File: src/rtl/mips_pkg.sv
// Shared datapath constants and writeback types for the MIPS core.
package mips_pkg;

    localparam int unsigned WORD_W     = 32;
    localparam int unsigned REG_ADDR_W = 5;

    typedef enum logic {
        PRI_A = 1'b0,
        PRI_B = 1'b1
    } wb_pri_e;

endpackage

File: src/rtl/wb_slot.sv
// One-entry writeback holding register with a valid/ready input side.
module wb_slot #(
    parameter int unsigned ADDR_W = 5,
    parameter int unsigned DATA_W = 32
) (
    input  logic              clk,
    input  logic              rst_n,
    input  logic              in_valid,
    input  logic [ADDR_W-1:0] in_addr,
    input  logic [DATA_W-1:0] in_data,
    input  logic              grant,
    output logic              ready_c,
    output logic              full,
    output logic [ADDR_W-1:0] addr,
    output logic [DATA_W-1:0] data
);

    // A granted slot empties this cycle, so it can be refilled at the same edge.
    assign ready_c = !full || grant;

    always_ff @(posedge clk or negedge rst_n) begin
        if (!rst_n) begin
            full <= 1'b0;
            addr <= '0;
            data <= '0;
        end else if (in_valid && ready_c) begin
            full <= 1'b1;
            addr <= in_addr;
            data <= in_data;
        end else if (grant) begin
            full <= 1'b0;
        end
    end

endmodule

File: src/rtl/word_mux2.sv
// Generic 2:1 word multiplexer used throughout the datapath.
module word_mux2
    import mips_pkg::*;
#(
    parameter int unsigned W = WORD_W
) (
    input  logic         sel,
    input  logic [W-1:0] d0,
    input  logic [W-1:0] d1,
    output logic [W-1:0] y_c
);

    assign y_c = sel ? d1 : d0;

endmodule

File: src/rtl/wb_port_arbiter.sv
// Round-robin arbiter sharing the register-file write port between the
// ALU and load writeback streams, with a saturating contention counter.
module wb_port_arbiter
    import mips_pkg::*;
#(
    parameter int unsigned DATA_W = WORD_W,
    parameter int unsigned ADDR_W = REG_ADDR_W,
    parameter int unsigned CNT_W  = 16
) (
    input  logic              clk,
    input  logic              rst_n,
    input  logic              a_valid,
    output logic              a_ready,
    input  logic [ADDR_W-1:0] a_addr,
    input  logic [DATA_W-1:0] a_data,
    input  logic              b_valid,
    output logic              b_ready,
    input  logic [ADDR_W-1:0] b_addr,
    input  logic [DATA_W-1:0] b_data,
    input  logic              stall,
    output logic              mux_sel,
    output logic              wr_en,
    output logic [ADDR_W-1:0] wr_addr,
    output logic [DATA_W-1:0] wr_data,
    output logic [CNT_W-1:0]  conflict_cnt
);

    logic              full_a, full_b;
    logic [ADDR_W-1:0] addr_a, addr_b;
    logic [DATA_W-1:0] data_a, data_b;
    logic              grant_a, grant_b, grant_any, contend;
    logic [ADDR_W-1:0] sel_addr;
    logic [DATA_W-1:0] sel_data;
    wb_pri_e           pri_q, pri_d;

    wb_slot #(.ADDR_W(ADDR_W), .DATA_W(DATA_W)) u_slot_a (
        .clk      (clk),
        .rst_n    (rst_n),
        .in_valid (a_valid),
        .in_addr  (a_addr),
        .in_data  (a_data),
        .grant    (grant_a),
        .ready_c  (a_ready),
        .full     (full_a),
        .addr     (addr_a),
        .data     (data_a)
    );

    wb_slot #(.ADDR_W(ADDR_W), .DATA_W(DATA_W)) u_slot_b (
        .clk      (clk),
        .rst_n    (rst_n),
        .in_valid (b_valid),
        .in_addr  (b_addr),
        .in_data  (b_data),
        .grant    (grant_b),
        .ready_c  (b_ready),
        .full     (full_b),
        .addr     (addr_b),
        .data     (data_b)
    );

    // Priority only matters, and only rotates, when both slots compete.
    assign contend   = full_a && full_b && !stall;
    assign grant_a   = !stall && full_a && (!full_b || (pri_q == PRI_A));
    assign grant_b   = !stall && full_b && (!full_a || (pri_q == PRI_B));
    assign grant_any = grant_a || grant_b;
    assign mux_sel   = grant_b;

    word_mux2 #(.W(DATA_W)) u_data_mux (
        .sel (mux_sel),
        .d0  (data_a),
        .d1  (data_b),
        .y_c (sel_data)
    );

    assign sel_addr = mux_sel ? addr_b : addr_a;

    always_ff @(posedge clk or negedge rst_n) begin
        if (!rst_n) begin
            pri_q <= PRI_A;
        end else begin
            pri_q <= pri_d;
        end
    end

    always_comb begin
        pri_d = pri_q;
        if (contend) begin
            pri_d = grant_a ? PRI_B : PRI_A;
        end
    end

    // Writes to $zero still drain their slot but never reach the register file.
    always_ff @(posedge clk or negedge rst_n) begin
        if (!rst_n) begin
            wr_en   <= 1'b0;
            wr_addr <= '0;
            wr_data <= '0;
        end else if (grant_any) begin
            wr_en   <= (sel_addr != '0);
            wr_addr <= sel_addr;
            wr_data <= sel_data;
        end else begin
            wr_en   <= 1'b0;
        end
    end

    always_ff @(posedge clk or negedge rst_n) begin
        if (!rst_n) begin
            conflict_cnt <= '0;
        end else if (contend && (conflict_cnt != '1)) begin
            conflict_cnt <= conflict_cnt + CNT_W'(1);
        end
    end

endmodule

File: config.mk
export PLATFORM = sky130hd
export DESIGN_NAME = wb_port_arbiter
export DESIGN_NICKNAME = d
export VERILOG_FILES = /design/src/rtl/mips_pkg.sv /design/src/rtl/wb_slot.sv /design/src/rtl/word_mux2.sv /design/src/rtl/wb_port_arbiter.sv
export SDC_FILE = /design/constraint.sdc
export NUM_CORES = 1
export LEC_CHECK = 0
export ABC_AREA = 1
export BUFFER_PORTS_ARGS = -buffer_cell sky130_fd_sc_hd__buf_2
export CAP_MARGIN = 20
export CORE_AREA = 5 5 89 173
export DETAILED_ROUTE_END_ITERATION = 12
export DIE_AREA = 0 0 94 178
export PLACE_DENSITY = 0.75
export SLEW_MARGIN = 15
export SYNTH_ARGS = -nofsm -noshare
export SYNTH_HDL_FRONTEND = slang
export SYNTH_SLANG_ARGS = --single-unit
File: constraint.sdc
create_clock -name clk -period 1.7 [get_ports clk]
set_input_delay 0.34 -clock clk [delete_from_list [all_inputs] [get_ports clk]]
set_output_delay 0.34 -clock clk [all_outputs]
set_load 0.01 [all_outputs]
[After elaboration in Yosys (flattened, before gate mapping)]
Index checks and enable logic that the tools add are counted.
Cells by class
  add/subtract/negate cells: 1
  multipliers: 0
  div/mod/pow operators: 0
  magnitude comparators: 0
  equality and inequality tests: 1
  shifts and indexed selects: 0
  mux-type cells: 8
  bitwise logic cells: 1
  reduce and logical (&&, ||, !) cells: 20
Operators by type and width (count)
  two-way mux 32 bit: 1
  adder 16 x 1 -> 16 bit (second input constant): 1
  != test 16 bit (second input constant): 1
  logical AND 1 bit: 9
  two-way mux 1 bit: 6
  logical OR 1 bit: 5
  two-way mux 5 bit: 1
  nonzero test 5 bit: 1
  nonzero test 2 bit: 2
  logical NOT 1 bit: 3
  NOT 1 bit: 1
Storage, ports and cells
  flip-flop bits (word level): 131
  latch bits: 0
  bits in writable memories: 0
  ROM bits: 0
  output and inout port bits: 57
  logic and storage cells: 42
  memories kept: 0

[Longest topological paths before layout]
Gate-level depths: netlist of the first run.
  depth after elaboration: 6
  mapped depth: 9
  gate-level depth less buffers: 9

[Hierarchy]
Synthesis of the first run repeated with hierarchy kept, for this count alone.
Unflattened totals
  cell total of the unflattened synthesis: 758
  area total of the unflattened synthesis: 6105.9 um^2
By module, submodules not included
  wb_slot: times used 2, cells each 165, area each 1521.5 um^2
  wb_port_arbiter: times used 1, cells each 324, area each 2571.2 um^2
  word_mux2: times used 1, cells each 104, area each 491.7 um^2

[Worst setup path after synthesis of the first run]
OpenSTA, ideal clock, no wires.
  kind: reg2reg
  start point: reg conflict_cnt[0]
  end point: reg conflict_cnt[7]
  arrival time: 1.425 ns
  data required time: 1.582 ns
  setup slack: 0.157 ns
  cell stages (with the launch flop): 10
  buffers on the path: 1
  cell sequence: dfrtp_1 ha_1 inv_1 nor2_2 nand2_1 nor2_2 nor2_2 buf_6 nand2_1 o21ai_2
On the way
  word-level cells in the longest chain between the ends: 2
  elaborated cells between the ends (all ways): 3
  those cells by class: 1 x add/sub; 1 x eq/ne; 1 x reduce/logical
RTL lines
  start: declaration: RTL line wb_port_arbiter.sv:25  | output logic [CNT_W-1:0] conflict_cnt
  start signal: assignment: RTL line wb_port_arbiter.sv:112  | conflict_cnt <= conflict_cnt + CNT_W'(1);
  parallel branches: the longest is 2 deep, another holds adder 16 x 1 -> 16 bit
Several ways; the timed one is not identified.
A chain may end at the register's enable or synchronous reset.

[Worst setup path in the final report of the first run]
  start point: reg u_slot_b.full
  end point: out mux_sel
On the way
  word-level cells in the longest chain between the ends: 2
RTL lines
  start: declaration: RTL line wb_slot.sv:13  | output logic full,
  start signal: assignment: RTL line wb_slot.sv:23  | full <= 1'b0;
  start signal: assignment: RTL line wb_slot.sv:27  | full <= 1'b1;
  start signal: assignment: RTL line wb_slot.sv:31  | full <= 1'b0;
  logical AND 1 bit (2 in series): RTL line wb_port_arbiter.sv:65  | assign grant_b = !stall && full_b && (!full_a || (pri_q == PRI_B));
  end: declaration: RTL line wb_port_arbiter.sv:21  | output logic mux_sel,
Every way passes these cells.

==> impl_results.md, run 1 <==
- Status: complete, no violations
- Largest net degree at the start of global routing: 44
- Number of global-route vias before repair: 5275
- Row count: 61
- CTS tree: built
- Leak pwr: 3.83 nW
- Mapped Area: 5800 um2
- Post-DP Area: 6760 um2
- IO buf count: 135
- Area share of the largest cell type after synthesis: 0.565
- PD cells: 1870 nW/um2
- FF/Latch Area: 3280 um2
- Cells after Synth: 686
- Die ar.: 16700 um2
- Simple-Gate Fraction of Synth Area: 0.302
- I/O pin total: 136
- Fillers: 1318
- Cell area after layout: 7490 um2
- Largest family of logic cells by synthesized area: simple AND/OR/NAND/NOR gates
- Crit path to: mux_sel
- Synth area leader: dfrtp_1
- Final ANT Viol Nets: 0
- Synth top area cells: dfrtp_1 57%, nand2_1 17%, nand3_1 7.0%, nor2_1 3.9%, a31oi_1 3.5%
- Longest Clk Path Bufs: 2
- Clock Skew: 0.00686 ns
- Worst setup path startpoint: u_slot_b.full$_DFFE_PN0P_
- FF-to-FF Start: u_slot_b.full$_DFFE_PN0P_
- DP HPWL: 11700 um
- CP Max Fanout: 7
- Compound-Gate Fraction of Synth Area: 0.0593
- Seq/Total Area, Yosys: 0.565
- Slew @ Worst Pin: 0.351 ns
- R2r endpoint: wr_data[10]$_DFFE_PN0P_
- Post-synth cell types: 26
- Post-Synth Adder-Cell Area: 0.00216
- FF+latch count, synth: 131
- Final worst slack: 0.0491 ns
- Commonest cells after routing, fill and taps aside: 266 x nand2_1, 132 x buf_2, 129 x dfrtp_1
- Starting Density: 0.418
- Worst R2R Path Depth: 6
- Root buf cell: clkbuf_16
- Initial antenna violation count: 1
- Highest Clock Rate: 0.606 GHz
- Max Slew Vio Count: 0
- Arr. time, crit path: 1.31 ns
- Mux cell area share after synthesis: 0
- Xor/xnor share of the synthesized area: 0.0136
- Global-route wire length before repair: 25800 um
- Fin. Hold Viols: 0
- Worst R2R Setup Slack: 0.21 ns
- Area grow syn2layout: 29.1%
- Max Cap Viol: 0
- VDD IR max: 982 uV
- Num CTS Buffers: 17
- Yosys warns: 0
- GPL Wtd Cong: 0.859
- Synthesized area per cell: 8.46 um2
- DRC viols: 0
- Clk pin slew, worst setup/hold paths: 0.06 ns
- Worst-Skew Late Latency: 0.41 ns
- Post-layout util: 0.539
- DR vias/cell: 4.92
- Area occupied by multi-input gates: 2210 um2
- Nets: 918
- Initial DRC Count: 309
- Grt ovf: 0
- Syn nets: 766
- Hold Crit Class: input port to flip-flop
- DRT Wirelength: 16100 um
- Drt first pass iters: 4
- Share of layout cells above drive strength 1: 0.267
- Type of origin of the critical path: flip-flop
- Core area: 13900 um2
- Routed WL per cell: 15.5 um
- Final setup vio count: 0
- Worst Path Required: 1.36 ns
- Leading cell type in the layout, fill and taps excluded: nand2_1
- Setup CP Type: flip-flop to output pin
- Total vias in the final route: 5120
- H-tree depth reported by CTS: 4
- Die height: 178 um
- Final Power: 14.0 mW
- CP endpoint kind: output pin
- Total track usage: 0.201
- Final min period: 1.65 ns
- Die span in x: 94 um
- Slew margin rel.: 0.766
- Final Cycle Share: 0.971
- Worst slack, placed: 0.103 ns
- Clock Sinks: 131
==> stage by stage <==
stage,hold slack (ns),TNS (ns),std cells
finish,0.153,0,1041
global route,0.152,-0.0276,1041
CTS,0.146,0,1037
detailed placement,0.256,0,1001
global placement,0.257,0,1001
floorplan,0.0444,0,686
==> sequential cells by signal, indices dropped and copies added, names as in the netlist <==
| signal | count |
|---|---|
| u_slot_a.full | 1 |
| wr_en | 1 |
| wr_data | 32 |
| conflict_cnt | 16 |
| u_slot_b.addr | 5 |
| wr_addr | 5 |
| pri_q | 1 |
| u_slot_a.addr | 5 |
| u_slot_a.data | 32 |
| u_slot_b.full | 1 |
| u_slot_b.data | 32 |
==> per-layer routing <==
metal / share of wire / track usage / routed length [um] / vias up
met5: 0 / 0 / 0 / -
met4: 0.048 / 0.108 / 769 / 0
met3: 0.038 / 0.0363 / 614 / 44
met2: 0.54 / 0.362 / 8720 / 149
met1: 0.37 / 0.220 / 6000 / 2421
li1: - / - / - / 2506
==> worst min-delay path by stage <==
stage	end	startpoint	cells past startpoint	slack, ns
after global placement	u_slot_a.data[17]$_DFFE_PN0P_	rst_n	1	0.26
after detailed placement	u_slot_a.data[17]$_DFFE_PN0P_	rst_n	1	0.26
after CTS	u_slot_a.data[28]$_DFFE_PN0P_	a_data[28]	3	0.15
final	u_slot_a.data[28]$_DFFE_PN0P_	a_data[28]	3	0.15
after global routing	u_slot_a.data[2]$_DFFE_PN0P_	a_data[2]	3	0.15
after floorplan	conflict_cnt[0]$_DFFE_PN0P_	rst_n	0	0.04
==> cells in the mapped netlist <==
cell type / number
a21oi_1: 7
nand4_2: 1
inv_1: 22
nor2_4: 2
nor2_2: 3
nand2_4: 2
nand2_2: 3
nand4_1: 3
dfrtp_1: 131
nor2_1: 60
clkbuf_1: 12
buf_2: 9
a31oi_1: 32
buf_1: 4
inv_2: 5
ha_1: 1
nand3b_1: 1
buf_6: 8
nand2_1: 267
o21ai_1: 4
xor2_1: 5
o21ai_2: 5
o21ai_0: 9
buf_4: 5
nand3_1: 81
xnor2_1: 4
==> power by group <==
part	internal [mW]	switching [mW]	total (mW)	leakage, nW
logic	1.85	2.89	4.75	1.94
registers	4.55	0.854	5.41	1.59
clock network	2.51	1.38	3.89	0.305
==> logic make-up after synthesis <==
group / Yosys count
AOI/OAI and AO/OA: 57
buffers and inverters: 65
adders and majority gates: 1
DFF: 131
and+or+nand+nor: 423
xor gates and xnor gates: 9
==> worst max-delay path: stages (launching register included) <==
cell	delay [ns]
dfrtp_1	0.36
inv_2	0.06
nor2_4	0.16
nand2_4	0.11
inv_6	0.10
buf_6	0.11
==> layout make-up <==
type	count	area share
sequential	131	0.438
multi-input combinational	490	0.295
timing repair buffer	171	0.136
clock buffer	22	0.0660
tap	189	0.0316
clock inverter	10	0.0197
inverter	27	0.0142
antenna	1	0.000334
==> what timing repair did <==
action / in CTS / in global routing
gates resized for setup: 2 / 11
hold endpoints to repair: 30 / 0
pin swaps: 1 / 3
hold buffers: 1 / 0
buffers inserted: 3 / 3
setup endpoints to repair: 3 / 14
Power figures use the tool's default switching activity.
==> run 2, diff against run 1 <==
--- a/config.mk
+++ b/config.mk
@@ -7,11 +7,13 @@
 export LEC_CHECK = 0
 export ABC_AREA = 1
 export BUFFER_PORTS_ARGS = -buffer_cell sky130_fd_sc_hd__buf_2
-export CAP_MARGIN = 20
+export CAP_MARGIN = 25
 export CORE_AREA = 5 5 89 173
 export DETAILED_ROUTE_END_ITERATION = 12
 export DIE_AREA = 0 0 94 178
 export PLACE_DENSITY = 0.75
+export RECOVER_POWER = 25
+export SKIP_CTS_REPAIR_TIMING = 1
 export SLEW_MARGIN = 15
 export SYNTH_ARGS = -nofsm -noshare
 export SYNTH_HDL_FRONTEND = slang
==> run 2 against run 1 <==
  * Sequential power about the same
  * Via count decreased by 0.37%
  * Clock skew increased by 0.00093 ns
  * Global-route usage decreased by 0.095 points
  * Sequential share of layout area increased by 0.11 points
  * Setup slack got worse by 0.030 ns
  * First-iteration DRC count increased by 1.6%
  * Fmax decreased by 1.8%
  * Die area unchanged
  * Critical endpoint unchanged
==> impl_results.md, run 2 (same netlist as run 1, synthesis figures left out) <==
- Slew margin rel.: 0.387 (-0.379)
- Final min period: 1.68 ns (+0.0295 ns)
- Longest Clk Path Bufs: 2 (unchanged)
- CP Max Fanout: 7 (unchanged)
- Final ANT Viol Nets: 0 (unchanged)
- Worst setup path startpoint: u_slot_b.full$_DFFE_PN0P_
- Share of layout cells above drive strength 1: 0.266 (-0.00118)
- I/O pin total: 136 (unchanged)
- Worst R2R Setup Slack: 0.20 ns (about the same)
- Commonest cells after routing, fill and taps aside: 266 x nand2_1, 133 x buf_2, 130 x dfrtp_1
- Top Registers: u_slot_a.data x32, u_slot_b.data x32, wr_data x32
- Total track usage: 0.200 (-0.000954)
- Root buf cell: clkbuf_16
- Worst-Skew Late Latency: 0.41 ns (about the same)
- Row count: 61 (unchanged)
- Largest net degree at the start of global routing: 44 (unchanged)
- Final setup vio count: 0 (unchanged)
- Slew @ Worst Pin: 0.920 ns (+0.569 ns)
- Num CTS Buffers: 17 (unchanged)
- Die height: 178 um (unchanged)
- FF-to-FF Start: u_slot_b.full$_DFFE_PN0P_
- Worst Path Required: 1.36 ns (about the same)
- Area grow syn2layout: 28.8%
- HP Start: a_data[4]
- Die ar.: 16700 um2 (unchanged)
- Clk pin slew, worst setup/hold paths: 0.06 ns (about the same)
- Arr. time, crit path: 1.34 ns (+0.03 ns)
- Number of global-route vias before repair: 5243 (-0.61%)
- Max Cap Viol: 0 (unchanged)
- Global-route wire length before repair: 25700 um (-0.51%)
- Fin cells: 1041 (unchanged)
- Initial DRC Count: 314 (+1.6%)
- Status: complete, no violations
- Total vias in the final route: 5101 (-0.37%)
- DRC viols: 0 (unchanged)
- Final Cycle Share: 0.988 (+0.0174)
- DP HPWL: 11700 um (unchanged)
- GPL Wtd Cong: 0.859 (unchanged)
- DRT Wirelength: 16100 um (-0.17%)
- Grt ovf: 0 (unchanged)
- Fin. Hold Viols: 0 (unchanged)
- Hold Crit Class: input port to flip-flop
- Routed WL per cell: 15.4 um (-0.17%)
- Core area: 13900 um2 (unchanged)
- Highest Clock Rate: 0.595 GHz (-1.8%)
- Drt first pass iters: 4 (unchanged)
- IO buf count: 135 (unchanged)
- H-tree depth reported by CTS: 4 (unchanged)
- Max Slew Vio Count: 0 (unchanged)
- DR vias/cell: 4.90 (-0.37%)
- Initial antenna violation count: 1 (unchanged)
- Worst slack, placed: 0.103 ns (unchanged)
- Starting Density: 0.418 (unchanged)
- Setup TNS: 0 ns (unchanged)
- Leading cell type in the layout, fill and taps excluded: nand2_1
- RSZ-0062 raised after global routing: yes
- Die span in x: 94 um (unchanged)
- Placed Cells: 1001 (unchanged)
- CTS tree: built
- Leak pwr: 3.83 nW (-0.16%)
- Final worst slack: 0.0196 ns (-0.0295 ns)
- Type of origin of the critical path: flip-flop
- CP endpoint kind: output pin
- VDD IR max: 1010 uV (+2.6%)
- Setup CP Type: flip-flop to output pin
- Clock Skew: 0.00779 ns (+0.000928 ns)
- Nets: 918 (unchanged)
- PD cells: 1880 nW/um2 (+0.17%)
- Clock Sinks: 131 (unchanged)
[run 2: cell types whose count changed in the layout (fill, tap and decap cells not counted), sizes merged]
cell	change
clkbuf	+2
buf	-2
[run 2: cell type report]
cell class                      count  area, um2
Antenna cell                        1       2.50
Clock buffer                       22        494
Clock inverter                     10        148
Fill cell                        1325       6420
Inverter                           27        106
Multi-Input combinational cell    490       2210
Sequential cell                   131       3280
Tap cell                          189        236
Timing Repair Buffer              171        997
[run 2: final timing paths]
kind                                            endpoint  cells past startpoint
setup / recovery                                 mux_sel                      5
setup reg to reg                 wr_data[10]$_DFFE_PN0P_                      6
hold / removal              u_slot_a.data[4]$_DFFE_PN0P_                      3
max in group asynchronous   conflict_cnt[11]$_DFFE_PN0P_                      3
min in group asynchronous  u_slot_a.data[17]$_DFFE_PN0P_                      2
hold reg to reg            u_slot_a.data[19]$_DFFE_PN0P_                      2
[run 2: critical path: stages (launching register included)]
cell and delay [ns]:
dfrtp_1 0.38, inv_2 0.06, nor2_4 0.16, nand2_4 0.11, inv_6 0.10, buf_6 0.11
[run 2: per-layer routing]
layer	track usage	share of wire	wire, um	vias to the layer above
li1	-	-	-	2508
met1	0.220	0.37	5990	2429
met2	0.358	0.55	8840	125
met3	0.0363	0.036	578	39
met4	0.108	0.042	673	0
met5	0	0	0	-
[run 2: where the power goes]
| part | total [mW] | internal [mW] | switching, mW |
|---|---|---|---|
| logic | 4.74 | 1.85 | 2.89 |
| clock network | 3.88 | 2.51 | 1.37 |
| registers | 5.41 | 4.55 | 0.856 |
| total | 14.0 | 8.91 | 5.12 |
[run 2: stage by stage]
stage / utilization / area, um2 / total power [mW] / hold slack, ns
6_report: 0.538 / 7470 / 14.0 / 0.155
5_1_grt: 0.538 / 7470 / 15.0 / 0.152
4_1_cts: 0.533 / 7400 / 14.0 / -0.180
3_5_place_dp: 0.486 / 6760 / 10.0 / 0.256
3_3_place_gp: 0.486 / 6760 / 9.86 / 0.257
2_1_floorplan: - / 5800 / 8.27 / 0.0444
